--- src/rtl/oled_spi_rx_pkg.sv ---
// Shared opcode constants, argument table and parser state type for the OLED SPI receiver.
package oled_spi_pkg;

   localparam logic [7:0] OP_SET_COLUMN = 8'h15;
   localparam logic [7:0] OP_SET_ROW    = 8'h75;

   typedef enum logic {
      ST_OPCODE,
      ST_ARG
   } parser_state_t;

   // Number of argument bytes that follow each SSD1331/SSD1351 opcode.
   function automatic logic [1:0] arg_count(input logic [7:0] op);
      case (op)
         OP_SET_COLUMN, OP_SET_ROW: arg_count = 2'd2;
         8'h81, 8'h82, 8'h83, 8'h87, 8'hA0, 8'hA1, 8'hA2,
         8'hA8, 8'hAD, 8'hB1, 8'hB3, 8'hBB, 8'hBE: arg_count = 2'd1;
         default: arg_count = 2'd0;
      endcase
   endfunction

endpackage

--- src/rtl/oled_spi_rx_byte_rx.sv ---
// Brings the raw SPI pins into the clk domain and assembles MSB-first bytes with their dc flag.
module spi_byte_rx (
   input  logic       clk,
   input  logic       reset,
   input  logic       spi_csn,
   input  logic       spi_clk,
   input  logic       spi_mosi,
   input  logic       spi_dc,
   input  logic       spi_resn,
   output logic       byte_strobe,
   output logic [7:0] byte_data,
   output logic       byte_dc,
   output logic       resn_sync
);

   logic [1:0] csn_ff, sclk_ff, mosi_ff, dc_ff, resn_ff;
   logic       sclk_prev;
   logic [2:0] bit_cnt;
   logic       sclk_rise;

   assign sclk_rise = sclk_ff[1] & ~sclk_prev;
   assign resn_sync = resn_ff[1];

   // Chip select and display reset idle deasserted so nothing is decoded straight out of reset.
   always_ff @(posedge clk or posedge reset) begin
      if (reset) begin
         csn_ff    <= 2'b11;
         sclk_ff   <= 2'b00;
         mosi_ff   <= 2'b00;
         dc_ff     <= 2'b00;
         resn_ff   <= 2'b11;
         sclk_prev <= 1'b0;
      end else begin
         csn_ff    <= {csn_ff[0], spi_csn};
         sclk_ff   <= {sclk_ff[0], spi_clk};
         mosi_ff   <= {mosi_ff[0], spi_mosi};
         dc_ff     <= {dc_ff[0], spi_dc};
         resn_ff   <= {resn_ff[0], spi_resn};
         sclk_prev <= sclk_ff[1];
      end
   end

   // Stale bits left by an aborted frame are pushed out by the next eight shifts.
   always_ff @(posedge clk or posedge reset) begin
      if (reset) begin
         bit_cnt     <= 3'd0;
         byte_data   <= 8'h00;
         byte_dc     <= 1'b0;
         byte_strobe <= 1'b0;
      end else begin
         byte_strobe <= 1'b0;
         if (csn_ff[1]) begin
            bit_cnt <= 3'd0;
         end else if (sclk_rise) begin
            byte_data <= {byte_data[6:0], mosi_ff[1]};
            bit_cnt   <= bit_cnt + 3'd1;
            if (bit_cnt == 3'd7) begin
               byte_strobe <= 1'b1;
               byte_dc     <= dc_ff[1];
            end
         end
      end
   end

endmodule

--- src/rtl/oled_spi_rx.sv ---
// OLED display emulator: decodes the host command/pixel stream and emits one (x, y, color) write per pixel.
module oled_spi_rx #(
   parameter int C_COLOR_BITS = 16,
   parameter int C_X_SIZE     = 128,
   parameter int C_Y_SIZE     = 128,
   parameter int C_X_BITS     = $clog2(C_X_SIZE),
   parameter int C_Y_BITS     = $clog2(C_Y_SIZE)
) (
   input  logic                    clk,
   input  logic                    reset,
   input  logic                    spi_csn,
   input  logic                    spi_clk,
   input  logic                    spi_mosi,
   input  logic                    spi_dc,
   input  logic                    spi_resn,
   output logic                    cmd_valid,
   output logic [7:0]              cmd_byte,
   output logic                    cmd_is_arg,
   output logic                    pixel_valid,
   output logic [C_X_BITS-1:0]     x,
   output logic [C_Y_BITS-1:0]     y,
   output logic [C_COLOR_BITS-1:0] color
);
   import oled_spi_pkg::*;

   localparam logic [C_X_BITS-1:0] X_LAST = C_X_BITS'(C_X_SIZE - 1);
   localparam logic [C_Y_BITS-1:0] Y_LAST = C_Y_BITS'(C_Y_SIZE - 1);

   logic                byte_strobe, byte_dc, resn_sync;
   logic [7:0]          byte_data;
   parser_state_t       state;
   logic [1:0]          args_left;
   logic [7:0]          cur_op;
   logic                hi_phase;
   logic [7:0]          hi_byte;
   logic [C_X_BITS-1:0] x_start, x_end, x_cur;
   logic [C_Y_BITS-1:0] y_start, y_end, y_cur;
   logic [15:0]         pix_word;

   spi_byte_rx u_byte_rx (
      .clk         (clk),
      .reset       (reset),
      .spi_csn     (spi_csn),
      .spi_clk     (spi_clk),
      .spi_mosi    (spi_mosi),
      .spi_dc      (spi_dc),
      .spi_resn    (spi_resn),
      .byte_strobe (byte_strobe),
      .byte_data   (byte_data),
      .byte_dc     (byte_dc),
      .resn_sync   (resn_sync)
   );

   always_comb begin
      pix_word = (C_COLOR_BITS == 16) ? {hi_byte, byte_data} : {8'h00, byte_data};
   end

   // Parser, window registers and pixel addressing share one state machine; x_start/y_start
   // are already loaded by the time the final window argument resets the address.
   always_ff @(posedge clk or posedge reset) begin
      if (reset) begin
         state       <= ST_OPCODE;
         args_left   <= 2'd0;
         cur_op      <= 8'h00;
         hi_phase    <= 1'b0;
         hi_byte     <= 8'h00;
         x_start     <= '0;
         x_end       <= X_LAST;
         y_start     <= '0;
         y_end       <= Y_LAST;
         x_cur       <= '0;
         y_cur       <= '0;
         cmd_valid   <= 1'b0;
         cmd_byte    <= 8'h00;
         cmd_is_arg  <= 1'b0;
         pixel_valid <= 1'b0;
         x           <= '0;
         y           <= '0;
         color       <= '0;
      end else begin
         cmd_valid   <= 1'b0;
         pixel_valid <= 1'b0;
         if (!resn_sync) begin
            state     <= ST_OPCODE;
            args_left <= 2'd0;
            hi_phase  <= 1'b0;
            x_start   <= '0;
            x_end     <= X_LAST;
            y_start   <= '0;
            y_end     <= Y_LAST;
            x_cur     <= '0;
            y_cur     <= '0;
         end else if (byte_strobe && !byte_dc) begin
            cmd_valid <= 1'b1;
            cmd_byte  <= byte_data;
            hi_phase  <= 1'b0;
            if (state == ST_OPCODE) begin
               cmd_is_arg <= 1'b0;
               cur_op     <= byte_data;
               args_left  <= arg_count(byte_data);
               if (arg_count(byte_data) != 2'd0) state <= ST_ARG;
            end else begin
               cmd_is_arg <= 1'b1;
               args_left  <= args_left - 2'd1;
               if (args_left == 2'd1) state <= ST_OPCODE;
               if (cur_op == OP_SET_COLUMN) begin
                  if (args_left == 2'd2) begin
                     x_start <= byte_data[C_X_BITS-1:0];
                  end else begin
                     x_end <= byte_data[C_X_BITS-1:0];
                     x_cur <= x_start;
                     y_cur <= y_start;
                  end
               end else if (cur_op == OP_SET_ROW) begin
                  if (args_left == 2'd2) begin
                     y_start <= byte_data[C_Y_BITS-1:0];
                  end else begin
                     y_end <= byte_data[C_Y_BITS-1:0];
                     x_cur <= x_start;
                     y_cur <= y_start;
                  end
               end
            end
         end else if (byte_strobe) begin
            if (C_COLOR_BITS == 16 && !hi_phase) begin
               hi_byte  <= byte_data;
               hi_phase <= 1'b1;
            end else begin
               hi_phase    <= 1'b0;
               pixel_valid <= 1'b1;
               x           <= x_cur;
               y           <= y_cur;
               color       <= pix_word[C_COLOR_BITS-1:0];
               if (x_cur == x_end) begin
                  x_cur <= x_start;
                  y_cur <= (y_cur == y_end) ? y_start : y_cur + 1'b1;
               end else begin
                  x_cur <= x_cur + 1'b1;
               end
            end
         end
      end
   end

endmodule
--- config.mk ---
export PLATFORM = sky130hd
export DESIGN_NAME = oled_spi_rx
export DESIGN_NICKNAME = d
export VERILOG_FILES = /design/src/rtl/oled_spi_rx_pkg.sv /design/src/rtl/oled_spi_rx_byte_rx.sv /design/src/rtl/oled_spi_rx.sv
export SDC_FILE = /design/constraint.sdc
export NUM_CORES = 1
export LEC_CHECK = 0
export ABC_CLOCK_PERIOD_IN_PS = 3900
export CAP_MARGIN = 20
export CELL_PAD_IN_SITES_DETAIL_PLACEMENT = 1
export CELL_PAD_IN_SITES_GLOBAL_PLACEMENT = 1
export CORE_UTILIZATION = 45
export CTS_CLUSTER_SIZE = 40
export DETAILED_ROUTE_END_ITERATION = 7
export PLACE_DENSITY_LB_ADDON = 0.08
export SLEW_MARGIN = 10
export SYNTH_ARGS = -nofsm -noshare
export SYNTH_HDL_FRONTEND = slang
export SYNTH_HIERARCHICAL = 1
export SYNTH_SLANG_ARGS = --single-unit
--- constraint.sdc ---
create_clock -name clk -period 3.9 [get_ports clk]
set_input_delay 0.585 -clock clk [delete_from_list [all_inputs] [get_ports clk]]
set_output_delay 0.585 -clock clk [all_outputs]
set_load 0.03 [all_outputs]
# After elaboration in Yosys (flattened, before gate mapping)
# Index checks and enable logic that the tools add are counted.
dict set report op_classes {
  add_sub_neg 4
  mul 0
  n_div 0
  n_lt_le_gt_ge 0
  eq_ne 34
  shifts 0
  muxes 67
  bitwise_logic 6
  n_reduce_logical 18
}
# cell n
set op_table {}
lappend op_table {{$mux 7} 39}
lappend op_table {{$eq 8x8->1 const B} 13}
lappend op_table {{$reduce_and 4->1} 5}
lappend op_table {{$mux 1} 19}
lappend op_table {{$eq 8x5->1 const B} 2}
lappend op_table {{$eq 8x7->1 const B} 2}
lappend op_table {{$reduce_and 5->1} 3}
lappend op_table {{$add 7x1->7 const B} 2}
lappend op_table {{$eq 7x7->1} 2}
lappend op_table {{$ne 2x2->1 const B} 7}
lappend op_table {{$reduce_or 13->1} 1}
lappend op_table {{$mux 2} 6}
lappend op_table {{$ne 3x3->1 const B} 3}
lappend op_table {{$mux 3} 2}
lappend op_table {{$reduce_and 3->1} 2}
lappend op_table {{$not 1->1} 5}
lappend op_table {{$ne 4x4->1 const B} 1}
lappend op_table {{$pmux 2 s2} 1}
lappend op_table {{$reduce_and 2->1} 2}
lappend op_table {{$reduce_bool 2->1} 2}
lappend op_table {{$add 3x1->3 const B} 1}
lappend op_table {{$eq 3x3->1 const B} 1}
lappend op_table {{$ne 3x2->1 const B} 1}
lappend op_table {{$eq 2x1->1 const B} 1}
lappend op_table {{other kinds (6)} 6}
dict set report word_totals {
  regBits 127
  latch_bits 0
  ram_bits 0
  rom_bits 0
  input_bits 7
  output_inout_bits 41
  wordCells 157
  memories 0
}

# Longest topological paths before layout
# Gate-level depths: netlist of run 1.
dict set report depth {
  word_depth 11
  depth_mapped 9
  depth_no_buf 7
}

# Modules after synthesis
# The synthesis of run 1 kept the hierarchy.
# mod instances cells_per_inst area_each_um2 seq_area_each_um2
set modules_own_cells {}
lappend modules_own_cells {oled_spi_rx 1 461 4797.1 2595.0}
lappend modules_own_cells {spi_byte_rx 1 46 839.6 605.6}

# Worst setup path after synthesis of run 1
# Ideal clock, no wire load.
dict set report synth_timing {
  kind {flip-flop to flip-flop}
  from {register cur_op[1]}
  to {register y_cur[0]}
  setup_ns 0.082
  arrival_ns 2.306
  required_time_ns 3.818
  setup_slack_ns 1.512
  path_stages_with_launch 7
  path_buffers 1
  period_less_slack_ns 2.388
  cell_sequence {dfrtp_1 > or4b_1 > or4_1 > buf_2 > and2_4 > or4b_1 > a31oi_1}
}
dict set report synth_via {
  elab_chain_len 5
  elab_cells_between_ends 8
  classes_between {eq/ne (3); mux (4); reduce/logical (1)}
}
# element line
set synth_rtl {}
lappend synth_rtl {{start, declared} oled_spi_rx.sv:33} ;# logic [7:0] cur_op;
lappend synth_rtl {{start signal, assigned} oled_spi_rx.sv:99} ;# cur_op <= byte_data;
lappend synth_rtl {{$eq 8x5->1} oled_spi_rx.sv:106} ;# if (cur_op == OP_SET_COLUMN) begin
lappend synth_rtl {{$mux 7} oled_spi_rx.sv:106}
lappend synth_rtl {{$mux 7} oled_spi_rx.sv:97} ;# if (state == ST_OPCODE) begin
lappend synth_rtl {{$mux 7} oled_spi_rx.sv:93} ;# end else if (byte_strobe && !byte_dc) begin
lappend synth_rtl {{$mux 7} oled_spi_rx.sv:83} ;# if (!resn_sync) begin
lappend synth_rtl {{end signal, assigned} oled_spi_rx.sv:112} ;# y_cur <= y_start;
lappend synth_rtl {{end signal, assigned} oled_spi_rx.sv:120} ;# y_cur <= y_start;
lappend synth_rtl {{end signal, assigned} oled_spi_rx.sv:136} ;# y_cur <= (y_cur == y_end) ? y_start : y_cur + 1'b1;
lappend synth_rtl {{end, declared} oled_spi_rx.sv:37} ;# logic [C_Y_BITS-1:0] y_start, y_end, y_cur;
# Several ways; a longest one is shown, not always the timed one. The select of a mux whose other input is x is not followed.
# A chain may end at the register's enable or synchronous reset.

# Worst setup path after layout of run 1
# Same ends and word-level chain as after synthesis.

==> metrics.md, run 1 <==
| Metric | Value |
|---|---|
| Register clock-pin slew on the reported worst setup and hold paths | `0.06 ns` |
| Number of max-cap violations | `0` |
| Hold buffer count at cts | `0` |
| Routed wire length | `13710 um` |
| Largest family of logic cells by synthesized area | `simple AND/OR/NAND/NOR gates` |
| Htree depth | `4` |
| Crit-path max FO | `13` |
| Final Hold Viols | `0` |
| Most common cell after layout, fill and taps aside | `dfrtp_1` |
| Seq/Total Area, Yosys | `56.78%` |
| Final count of pins violating max slew | `0` |
| Crit Path Class | `register to register` |
| # rows | `40` |
| RR Endpoint | `y_cur[0]$_DFFE_PP0P_` |
| Post-CTS sizing | `0` |
| Min Tclk post-route | `2.722 ns` |
| Final GP Congestion | `0.7938` |
| Post-Syn Instances | `507` |
| Finish-stage setup viols | `0` |
| Adder-cell share of the synthesized area | `1.332%` |
| Leakage | `3.177 nW` |
| Fmax | `0.3674 GHz` |
| Max Clock Skew | `0.007713 ns` |
| XOR/XNOR Fraction of Synth Area | `2.642%` |
| RSZ-0062 raised after global routing | `no` |
| Post-DP HPWL | `9204 um` |
| Antenna Violating Nets Remaining | `0` |
| Syn Std Cell Area | `5637 sq um` |
| Net count, final | `561` |
| Setup TNS | `0 ns` |
| Sequential Area | `3201 sq um` |
| Least-Margin Pin Slew | `0.8482 ns` |
| Core Footprint | `12110 sq um` |
| Mean Syn Cell Area | `11.12 sq um` |
| TritonCTS clock tree | `built` |
| Critical Path RT | `4.23 ns` |
| Worst reg2reg path depth | `5` |
| I/O pin count | `48` |
| Mux share of post-synthesis cell area | `13.56%` |
| CTS buffer count | `17` |
| Post-DR wirelength/cell | `18.80 um` |
| Peak VDD IR | `0.4933 mV` |
| Antenna Cells | `0` |
| Reg2reg start | `cur_op[1]$_DFFE_PP0P_` |
| GRT Util Overall | `23.42%` |
| Grt ovf | `0` |
| Detailed Routing Iterations Pass 1 | `4` |
| Worst setup path startpoint | `cur_op[1]$_DFFE_PP0P_` |
| Fill count | `1273` |
| Worst setup SP type | `register` |
| Largest stage delay, worst path | `0.69 ns` |
| First DRT Iteration DRCs | `178` |
| Routed vias | `3954` |
| Clock root buffer | `clkbuf_16` |
| CP Capture Type | `register` |
| Worst path arrival time | `3.05 ns` |
| Die Area | `12980 sq um` |
| Synth Area in Compound Gates | `6.726%` |
| Max Buffers Root-to-Sink | `2` |
| CP endpoint | `y_cur[0]$_DFFE_PP0P_` |
| Cell Pwr Density | `539.5 nW/um^2` |
| Syn Nets | `520` |
| Pre-CTS WS | `1.219 ns` |
| Critical-path top delay cell | `or4_1` |
| Post-synth EDFFs | `0` |
| Worst hold path class | `register to register` |
| First-pass GRT wire length | `22650 um` |
| Tcrit/Tclk final | `69.80%` |
| Synth Area in Simple Gates | `15.72%` |
| DRC Markers | `0` |
| Largest net degree at the start of global routing | `54` |
| Die Span Y | `113.9 um` |
| Yosys cell types | `53` |
| Status | `complete, no violations` |
| Initial antenna violation count | `0` |
| Initial Util | `46.54%` |
| Synth Register Bits | `127` |
| Die Wd | `113.9 um` |
| Cells along the critical path | `or4b_1 > or4_1 > and2_4 > or4b_1 > a31oi_1` |
| Share of cells above drive strength 1 | `21.93%` |
| Vias per cell | `5.424` |
| WP depth | `5` |
| Setup Fix Bufs, Post-CTS | `0` |
| # port buffers | `47` |
| Post-synth ARST share | `100.0%` |
| Rel. slew slack | `43.39%` |
| Flop2flop setup slack | `1.18 ns` |
| Multi-input logic area | `2253 sq um` |
| Final WS setup | `1.178 ns` |
| Worst-Skew Late Latency | `0.42 ns` |
| Clock sink total | `127` |
| CP bufs+invs | `0` |
| Vias in the first global route | `4264` |
| Ys Warns | `6` |
| Most frequent CP cell | `or4b_1` |
| Commonest cells after routing, fill and taps aside | `dfrtp_1, nand2_1, mux2_2, clkdlybuf4s50_1, dfstp_2` |
| Main synth FF type | `dfrtp_1` |
| Cell family with the largest share of critical-path delay | `simple AND/OR/NAND/NOR gates` |
| Layout area overhead | `22.40%` |
[logic make-up (layout without fill, tap and decap cells)]
family,count (synthesis),after routing
buffers and inverters,46,100
muxes,69,69
and+or+nand+nor,182,182
xor gates and xnor gates,17,17
AOI/OAI and AO/OA,60,60
DFF,127,127
adders and majority gates,6,6
[worst min-delay path by stage]
stage                                              start                             end  slack, ns  cells after the start
final                     u_byte_rx/sclk_ff[0]$_DFF_PP0_  u_byte_rx/sclk_ff[1]$_DFF_PP0_       0.35                      0
after global routing      u_byte_rx/mosi_ff[0]$_DFF_PP0_  u_byte_rx/mosi_ff[1]$_DFF_PP0_       0.35                      0
after CTS                 u_byte_rx/sclk_ff[0]$_DFF_PP0_  u_byte_rx/sclk_ff[1]$_DFF_PP0_       0.35                      0
after detailed placement  u_byte_rx/mosi_ff[0]$_DFF_PP0_  u_byte_rx/mosi_ff[1]$_DFF_PP0_       0.34                      0
after global placement    u_byte_rx/mosi_ff[0]$_DFF_PP0_  u_byte_rx/mosi_ff[1]$_DFF_PP0_       0.33                      0
after floorplan             u_byte_rx/dc_ff[0]$_DFF_PP0_    u_byte_rx/dc_ff[1]$_DFF_PP0_       0.33                      0
[synth_stat cells (all sizes together), types with 4 or more instances]
cell / instances / area share (%)
mux2i: 10 / 1.8
o21ai: 20 / 1.8
nand3: 13 / 1.2
a31oi: 8 / 0.89
nand2: 104 / 6.9
and2: 8 / 0.93
dfrtp: 109 / 48
a211oi: 11 / 1.5
mux2: 59 / 12
ha: 6 / 1.3
nand3b: 4 / 0.53
inv: 13 / 0.87
o22ai: 5 / 0.55
dfstp: 18 / 8.4
clkbuf: 30 / 2.0
nor2: 18 / 1.5
nand2b: 7 / 0.91
nand4: 5 / 0.55
xor2: 13 / 2.0
xnor2: 4 / 0.62
a21oi: 6 / 0.53
[worst register-to-register path, delay by kind of cell, from the launching register on]
kind	cells	cell delay (ns)
and+or+nand+nor	4	2.06
DFF	1	0.37
AOI/OAI and AO/OA	1	0.19
[power breakdown]
part           switching, mW  internal [mW]  total, mW
clock network          0.614           1.14       1.76
registers              0.196           1.46       1.66
logic                  0.139          0.167      0.306
[layer usage]
metal,track usage (%),share of wire [%],vias to the layer above
met2,38.79,52,79
li1,-,-,1827
met5,0,0,-
met4,10.74,1.8,0
met1,29.41,43,2027
met3,5.101,3.5,21
[layout make-up]
cell class	instances	area share [%]
flip-flops and latches	127	46.39
multi-input cells	334	32.66
repair buffers	54	7.581
clock buffers	17	6.166
clock inverters	15	3.355
well taps	168	3.047
inverters	14	0.7980
[metrics by stage]
stage          total power, mW  cells  hold WS (ns)  instance area [sq um]  util [%]
4_1_cts                  3.775    728        0.3524                   6892     56.90
3_3_place_gp             1.971    696        0.3312                   6235     51.48
2_1_floorplan            1.847    507        0.3312                   5637         -
5_1_grt                  3.871    729        0.3550                   6899     56.96
3_5_place_dp             1.998    696        0.3356                   6235     51.48
6_report                 3.722    729        0.3489                   6899     56.96
[sequential cells by signal, summed over array words and instances (netlist names), 7 cells and up]
name,flops
y,7
u_byte_rx/byte_data,8
y_cur,7
x_cur,7
y_start,7
cmd_byte,8
hi_byte,8
color,16
x_start,7
x_end,7
y_end,7
cur_op,8
x,7
Power figures use the tool's default switching activity.
==> run 2, diff against run 1 <==
--- a/config.mk
+++ b/config.mk
@@ -5,11 +5,11 @@
 export SDC_FILE = /design/constraint.sdc
 export NUM_CORES = 1
 export LEC_CHECK = 0
-export ABC_CLOCK_PERIOD_IN_PS = 3900
+export ABC_CLOCK_PERIOD_IN_PS = 2400
 export CAP_MARGIN = 20
 export CELL_PAD_IN_SITES_DETAIL_PLACEMENT = 1
 export CELL_PAD_IN_SITES_GLOBAL_PLACEMENT = 1
-export CORE_UTILIZATION = 45
+export CORE_UTILIZATION = 42
 export CTS_CLUSTER_SIZE = 40
 export DETAILED_ROUTE_END_ITERATION = 7
 export PLACE_DENSITY_LB_ADDON = 0.08
==> constraint.sdc (replaced) <==
create_clock -name clk -period 2.4 [get_ports clk]
set_input_delay 0.36 -clock clk [delete_from_list [all_inputs] [get_ports clk]]
set_output_delay 0.36 -clock clk [all_outputs]
set_load 0.03 [all_outputs]
==> metrics.md, run 2 (synthesis gave the netlist of run 1 again) <==
| Metric | Value |
|---|---|
| Routed wire length | `14190 um (was 13710 um)` |
| Final Hold Viols | `0 (unchanged)` |
| Least-Margin Pin Slew | `0.5892 ns (was 0.8482 ns)` |
| RSZ-0062 raised after global routing | `no (unchanged)` |
| Htree depth | `4 (unchanged)` |
| Fmax | `0.4363 GHz (was 0.3674 GHz)` |
| Post-DP HPWL | `9661 um (was 9204 um)` |
| Leakage | `3.279 nW (was 3.177 nW)` |
| Number of max-cap violations | `0 (unchanged)` |
| First-pass GRT wire length | `23400 um (was 22650 um)` |
| Grt ovf | `0 (unchanged)` |
| Sequential power share | `45.6% (was 44.6%)` |
| TritonCTS clock tree | `built (unchanged)` |
| Peak VDD IR | `0.6288 mV (was 0.4933 mV)` |
| Initial antenna violation count | `0 (unchanged)` |
| Initial Util | `43.78% (was 46.54%)` |
| Finish-stage setup viols | `0 (unchanged)` |
| Max Buffers Root-to-Sink | `2 (unchanged)` |
| Clock root buffer | `clkbuf_16 (unchanged)` |
| Share of cells above drive strength 1 | `24.83% (was 21.93%)` |
| CP Capture Type | `register (unchanged)` |
| Most common cell after layout, fill and taps aside | `dfrtp_1 (unchanged)` |
| Non-Filler Instances | `752 (was 729)` |
| CTS buffer count | `17 (unchanged)` |
| Register clock-pin slew on the reported worst setup and hold paths | `0.05 ns (was 0.06 ns)` |
| Largest net degree at the start of global routing | `104 (was 54)` |
| Part of the power in the clock network | `44.8% (was 47.2%)` |
| Sw Pwr | `1.492 mW (was 948.6 uW)` |
| Die Area | `13890 sq um (was 12980 sq um)` |
| Flop2flop setup slack | `0.11 ns (was 1.18 ns)` |
| Most flop-heavy register | `color (unchanged)` |
| Worst hold path class | `register to register (unchanged)` |
| Sequential Area | `3201 sq um (unchanged)` |
| Worst setup SP type | `register (unchanged)` |
| Clock sink total | `127 (unchanged)` |
| Max Clock Skew | `0.005844 ns (was 0.007713 ns)` |
| Antenna Violating Nets Remaining | `0 (unchanged)` |
| Die Span Y | `117.8 um (was 113.9 um)` |
| GRT Util Overall | `22.21% (was 23.42%)` |
| Vias in the first global route | `4372 (was 4264)` |
| Vias per cell | `5.314 (was 5.424)` |
| I/O pin count | `48 (unchanged)` |
| Fill count | `1393 (was 1273)` |
| Status | `complete, no violations (unchanged)` |
| Hold buffer count at cts | `0 (unchanged)` |
| Crit-path max FO | `4 (was 13)` |
| Tcrit/Tclk final | `95.50% (was 69.80%)` |
| Logic gate share of total power | `9.6% (was 8.2%)` |
| Max reg flops | `16 (unchanged)` |
| Cell Pwr Density | `833.3 nW/um^2 (was 539.5 nW/um^2)` |
| Worst-Skew Late Latency | `0.41 ns (was 0.42 ns)` |
| Die Wd | `117.8 um (was 113.9 um)` |
| First DRT Iteration DRCs | `143 (was 178)` |
| Worst path arrival time | `2.63 ns (was 3.05 ns)` |
| Critical Path RT | `2.73 ns (was 4.23 ns)` |
| Routed vias | `3996 (was 3954)` |
| Core Footprint | `12880 sq um (was 12110 sq um)` |
| Multi-input logic area | `2268 sq um (was 2253 sq um)` |
| Final GP Congestion | `0.8447 (was 0.7938)` |
| Setup TNS | `0 ns (unchanged)` |
| Antenna Cells | `0 (unchanged)` |
| Crit Path Class | `register to register (unchanged)` |
| DRC Markers | `0 (unchanged)` |
| Rel. slew slack | `60.72% (was 43.39%)` |
| # port buffers | `47 (unchanged)` |
| Detailed Routing Iterations Pass 1 | `4 (unchanged)` |
| Post-DR wirelength/cell | `18.86 um (was 18.80 um)` |
| Switching share of power | `25.33% (was 25.49%)` |
| # rows | `41 (was 40)` |
| Layout area overhead | `25.37% (was 22.40%)` |
| Min Tclk post-route | `2.292 ns (was 2.722 ns)` |
| Internal | `4.397 mW (was 2.773 mW)` |
| Final count of pins violating max slew | `0 (unchanged)` |
| Commonest cells after routing, fill and taps aside | `dfrtp_1, nand2_1, mux2_2, clkdlybuf4s50_1, buf_4 (was dfrtp_1, nand2_1, mux2_2, clkdlybuf4s50_1, dfstp_2)` |
| Net count, final | `580 (was 561)` |
| Placed cell count | `720 (was 696)` |
run 2: cell count changes in the layout (fill, tap and decap cells not counted), sizes merged:
cell / previous run / this run
clkinv: 5 / 6
bufinv: 5 / 0
buf: 7 / 26
clkbuf: 17 / 27
clkinvlp: 2 / 1
inv: 17 / 12
run 2: timing repair:
item / 4_1_cts / 5_1_grt
cloned: 0 / 0
pin swaps: 0 / 3
setup buffers: 0 / 0
endpoints found under the setup margin: 8 / 8
resized for setup: 2 / 3
run 2: layer usage:
metal / vias to the layer above / wire length, um / global-route usage [%]
met5: - / 0 / 0
met4: 0 / 171 / 7.372
met3: 15 / 423 / 5.523
met2: 58 / 7426 / 37.94
met1: 2061 / 6165 / 27.34
li1: 1862 / - / -
run 2: layout make-up:
cell class | count | share of cell area, %
sequential | 127 | 45.29
clock inverter | 5 | 0.4603
inverter | 14 | 0.7967
timing repair buffer | 73 | 9.826
clock buffer | 27 | 8.481
multi-input combinational | 334 | 32.10
tap | 172 | 3.045
run 2: critical path: stages (launching register included):
cell      delay (ns)
dfrtp_1         0.35
inv_1           0.08
ha_1            0.25
nand3b_1        0.17
or4_4           0.53
and2_4          0.16
or4b_1          0.51
a31oi_1         0.17
run 2: final timing paths:
kind / endpoint / start / depth (start not counted)
max: y_cur[0]$_DFFE_PP0P_ / args_left[0]$_DFFE_PP0P_ / 7
min: u_byte_rx/sclk_ff[1]$_DFF_PP0_ / u_byte_rx/sclk_ff[0]$_DFF_PP0_ / 0
max reg2reg: y_cur[0]$_DFFE_PP0P_ / args_left[0]$_DFFE_PP0P_ / 7
min reg2reg: u_byte_rx/sclk_ff[1]$_DFF_PP0_ / u_byte_rx/sclk_ff[0]$_DFF_PP0_ / 0
max in group asynchronous: cmd_byte[1]$_DFFE_PP0P_ / reset / 3
min in group asynchronous: u_byte_rx/dc_ff[0]$_DFF_PP0_ / reset / 3
run 2: metrics by stage:
| stage | util [%] | setup slack [ns] | area, sq um | power (mW) | hold WS (ns) |
|---|---|---|---|---|---|
| 6_report | 54.88 | 0.1080 | 7067 | 5.888 | 0.3479 |
| 3_3_place_gp | 49.83 | 0.01034 | 6416 | 3.252 | 0.3334 |
| 5_1_grt | 54.88 | 0.002910 | 7067 | 6.139 | 0.3303 |
| 4_1_cts | 54.79 | 0.02574 | 7054 | 5.955 | 0.3301 |
| 2_1_floorplan | - | 0.01245 | 5640 | 3.002 | 0.3312 |
| 3_5_place_dp | 49.83 | -0.007408 | 6416 | 3.298 | 0.3363 |
run 2: power by group through the flow:
| stage | Sequential (mW) | Clock, mW | Combinational [mW] |
|---|---|---|---|
| global placement | 2.71 | 0 | 0.538 |
| floorplan | 2.52 | 0 | 0.480 |
| CTS | 2.69 | 2.69 | 0.574 |
| global route | 2.73 | 2.79 | 0.622 |
| detailed placement | 2.73 | 0 | 0.570 |
| finish | 2.69 | 2.64 | 0.565 |
==> run 3, diff against run 2 <==
--- a/config.mk
+++ b/config.mk
@@ -5,11 +5,10 @@
 export SDC_FILE = /design/constraint.sdc
 export NUM_CORES = 1
 export LEC_CHECK = 0
-export ABC_CLOCK_PERIOD_IN_PS = 2400
-export CAP_MARGIN = 20
+export ABC_CLOCK_PERIOD_IN_PS = 2430
 export CELL_PAD_IN_SITES_DETAIL_PLACEMENT = 1
 export CELL_PAD_IN_SITES_GLOBAL_PLACEMENT = 1
-export CORE_UTILIZATION = 42
+export CORE_UTILIZATION = 45
 export CTS_CLUSTER_SIZE = 40
 export DETAILED_ROUTE_END_ITERATION = 7
 export PLACE_DENSITY_LB_ADDON = 0.08
==> constraint.sdc (replaced) <==
create_clock -name clk -period 2.43 [get_ports clk]
set_input_delay 0.3645 -clock clk [delete_from_list [all_inputs] [get_ports clk]]
set_output_delay 0.3645 -clock clk [all_outputs]
set_load 0.03 [all_outputs]
==> metrics.md, run 3 (synthesis gave the netlist of run 1 again) <==
| Metric | Value |
|---|---|
| Setup TNS | `0 ns (unchanged)` |
| Largest net degree at the start of global routing | `98 (was 104)` |
| Tcrit/Tclk final | `98.04% (was 95.50%)` |
| Worst setup SP type | `register (unchanged)` |
| Share of cells above drive strength 1 | `24.74% (was 24.83%)` |
| Net count, final | `578 (was 580)` |
| Die Area | `12980 sq um (was 13890 sq um)` |
| Register clock-pin slew on the reported worst setup and hold paths | `0.06 ns (was 0.05 ns)` |
| Routed wire length | `14520 um (was 14190 um)` |
| Post-DR wirelength/cell | `19.47 um (was 18.86 um)` |
| Fin util | `58.07% (was 54.88%)` |
| Htree depth | `4 (unchanged)` |
| RSZ-0062 raised after global routing | `no (unchanged)` |
| Final WS setup | `0.04771 ns (was 0.1080 ns)` |
| Clock sink total | `127 (unchanged)` |
| Commonest cells after routing, fill and taps aside | `dfrtp_1, nand2_1, mux2_2, clkdlybuf4s50_1, buf_4 (unchanged)` |
| Layout area overhead | `24.77% (was 25.37%)` |
| Post-CTS sizing | `0 (was 2)` |
| Antenna Cells | `0 (unchanged)` |
| CTS buffer count | `17 (unchanged)` |
| TritonCTS clock tree | `built (unchanged)` |
| Worst setup path startpoint | `cur_op[1]$_DFFE_PP0P_ (was args_left[0]$_DFFE_PP0P_)` |
| Largest stage delay, worst path | `0.54 ns (was 0.53 ns)` |
| Post-DP HPWL | `9623 um (was 9661 um)` |
| Number of max-cap violations | `0 (unchanged)` |
| Final GP Congestion | `0.8779 (was 0.8447)` |
| First-pass GRT wire length | `24050 um (was 23400 um)` |
| Leakage | `3.254 nW (was 3.279 nW)` |
| Cell family with the largest share of critical-path delay | `simple AND/OR/NAND/NOR gates (unchanged)` |
| First DRT Iteration DRCs | `151 (was 143)` |
| Vias in the first global route | `4465 (was 4372)` |
| DRC Markers | `0 (unchanged)` |
| Fmax | `0.4198 GHz (was 0.4363 GHz)` |
| Most common cell after layout, fill and taps aside | `dfrtp_1 (unchanged)` |
| CP bufs+invs | `0 (was 1)` |
| Final Hold Viols | `0 (unchanged)` |
| # rows | `40 (was 41)` |
| Antenna Violating Nets Remaining | `0 (unchanged)` |
| Grt ovf | `0 (unchanged)` |
| Final count of pins violating max slew | `0 (unchanged)` |
| Max Clock Skew | `0.005647 ns (was 0.005844 ns)` |
| Fill count | `1269 (was 1393)` |
| Clock root buffer | `clkbuf_16 (unchanged)` |
| Least-Margin Pin Slew | `0.5877 ns (was 0.5892 ns)` |
| Worst-Skew Late Latency | `0.42 ns (was 0.41 ns)` |
| Crit-path max FO | `2 (was 4)` |
| Cell Pwr Density | `843.4 nW/um^2 (was 833.3 nW/um^2)` |
| Critical Path RT | `2.77 ns (was 2.73 ns)` |
| Min Tclk post-route | `2.382 ns (was 2.292 ns)` |
| Vias per cell | `5.460 (was 5.314)` |
| Status | `complete, no violations (unchanged)` |
| Worst hold path class | `primary input to asynchronous set/reset pin (was register to register)` |
| Cells along the critical path | `or4b_4 > or4_4 > and2_4 > or4b_1 > a31oi_1 (was inv_1 > ha_1 > nand3b_1 > or4_4 > and2_4 > or4b_1 > a31oi_1)` |
| Pre-CTS WS | `0.02133 ns (was -0.007408 ns)` |
| Hold buffer count at cts | `0 (unchanged)` |
| Core Footprint | `12110 sq um (was 12880 sq um)` |
| Die Span Y | `113.9 um (was 117.8 um)` |
| Max Buffers Root-to-Sink | `2 (unchanged)` |
| Setup Fix Bufs, Post-CTS | `0 (unchanged)` |
| Routed vias | `4073 (was 3996)` |
| CP Capture Type | `register (unchanged)` |
| Crit Path Class | `register to register (unchanged)` |
| Rel. slew slack | `60.82% (was 60.72%)` |
| Peak VDD IR | `0.5726 mV (was 0.6288 mV)` |
| Finish-stage setup viols | `0 (unchanged)` |
| Die Wd | `113.9 um (was 117.8 um)` |
| Critical-path top delay cell | `or4b_4 (was or4_4)` |
| Most flop-heavy register | `color (unchanged)` |
| Initial Util | `46.54% (was 43.78%)` |
| Initial antenna violation count | `0 (unchanged)` |
| Detailed Routing Iterations Pass 1 | `4 (unchanged)` |
| GRT Util Overall | `24.95% (was 22.21%)` |
| # port buffers | `47 (unchanged)` |
| Max reg flops | `16 (unchanged)` |
| Reg2reg start | `cur_op[1]$_DFFE_PP0P_ (was args_left[0]$_DFFE_PP0P_)` |
| Worst path arrival time | `2.73 ns (was 2.63 ns)` |
| I/O pin count | `48 (unchanged)` |
-- run 3: cell types whose count changed in the layout (fill, tap and decap cells not counted), sizes merged --
cell,delta
clkinv,-1
inv,+1
clkinvlp,+4
buf,-2
bufinv,+4
clkbuf,-8
-- run 3: area by class of cell --
cell class	instances	area, sq um	share of cell area [%]
inverter	14	56.30	0.8006
sequential	127	3201	45.51
timing repair buffer	71	663.1	9.429
clock inverter	13	186.4	2.651
clock buffer	19	452.9	6.440
multi-input combinational	334	2263	32.18
tap	168	210.2	2.989
-- run 3: routing by layer --
metal  wire length (um)  part of all wire [%]  GRT usage, %  up-vias
met1               6355                    44         31.10     2115
met3                477                   3.3         5.898       28
met5                  0                     0             0        -
met2               7372                    51         42.22       74
met4                318                   2.2         9.264        0
li1                   -                     -             -     1856
-- run 3: stage by stage --
stage | hold slack (ns) | cell area, sq um | std cells | power, mW
floorplan | 0.3312 | 5640 | 507 | 2.965
global placement | 0.3362 | 6384 | 714 | 3.183
detailed placement | 0.3370 | 6384 | 714 | 3.224
CTS | 0.1802 | 7023 | 746 | 5.993
global route | 0.1925 | 7033 | 746 | 6.150
finish | 0.1944 | 7033 | 746 | 5.932
-- run 3: report_power, final --
group | total (mW) | internal, mW | leakage [nW] | switching [mW]
clock network | 2.75 | 1.77 | 0.302 | 0.980
registers | 2.67 | 2.35 | 1.67 | 0.323
logic | 0.507 | 0.279 | 1.28 | 0.228
-- run 3: final timing paths --
kind / endpoint / slack [ns] / cells after the start
max reg2reg: y_cur[0]$_DFFE_PP0P_ / 0.05 / 5
min in group clk: u_byte_rx/sclk_ff[1]$_DFF_PP0_ / 0.35 / 0
max in group asynchronous: x_cur[6]$_DFFE_PP0P_ / 1.38 / 3
min reg2reg: u_byte_rx/sclk_ff[1]$_DFF_PP0_ / 0.35 / 0
max: y_cur[0]$_DFFE_PP0P_ / 0.05 / 5
min: u_byte_rx/sclk_ff[0]$_DFF_PP0_ / 0.19 / 2
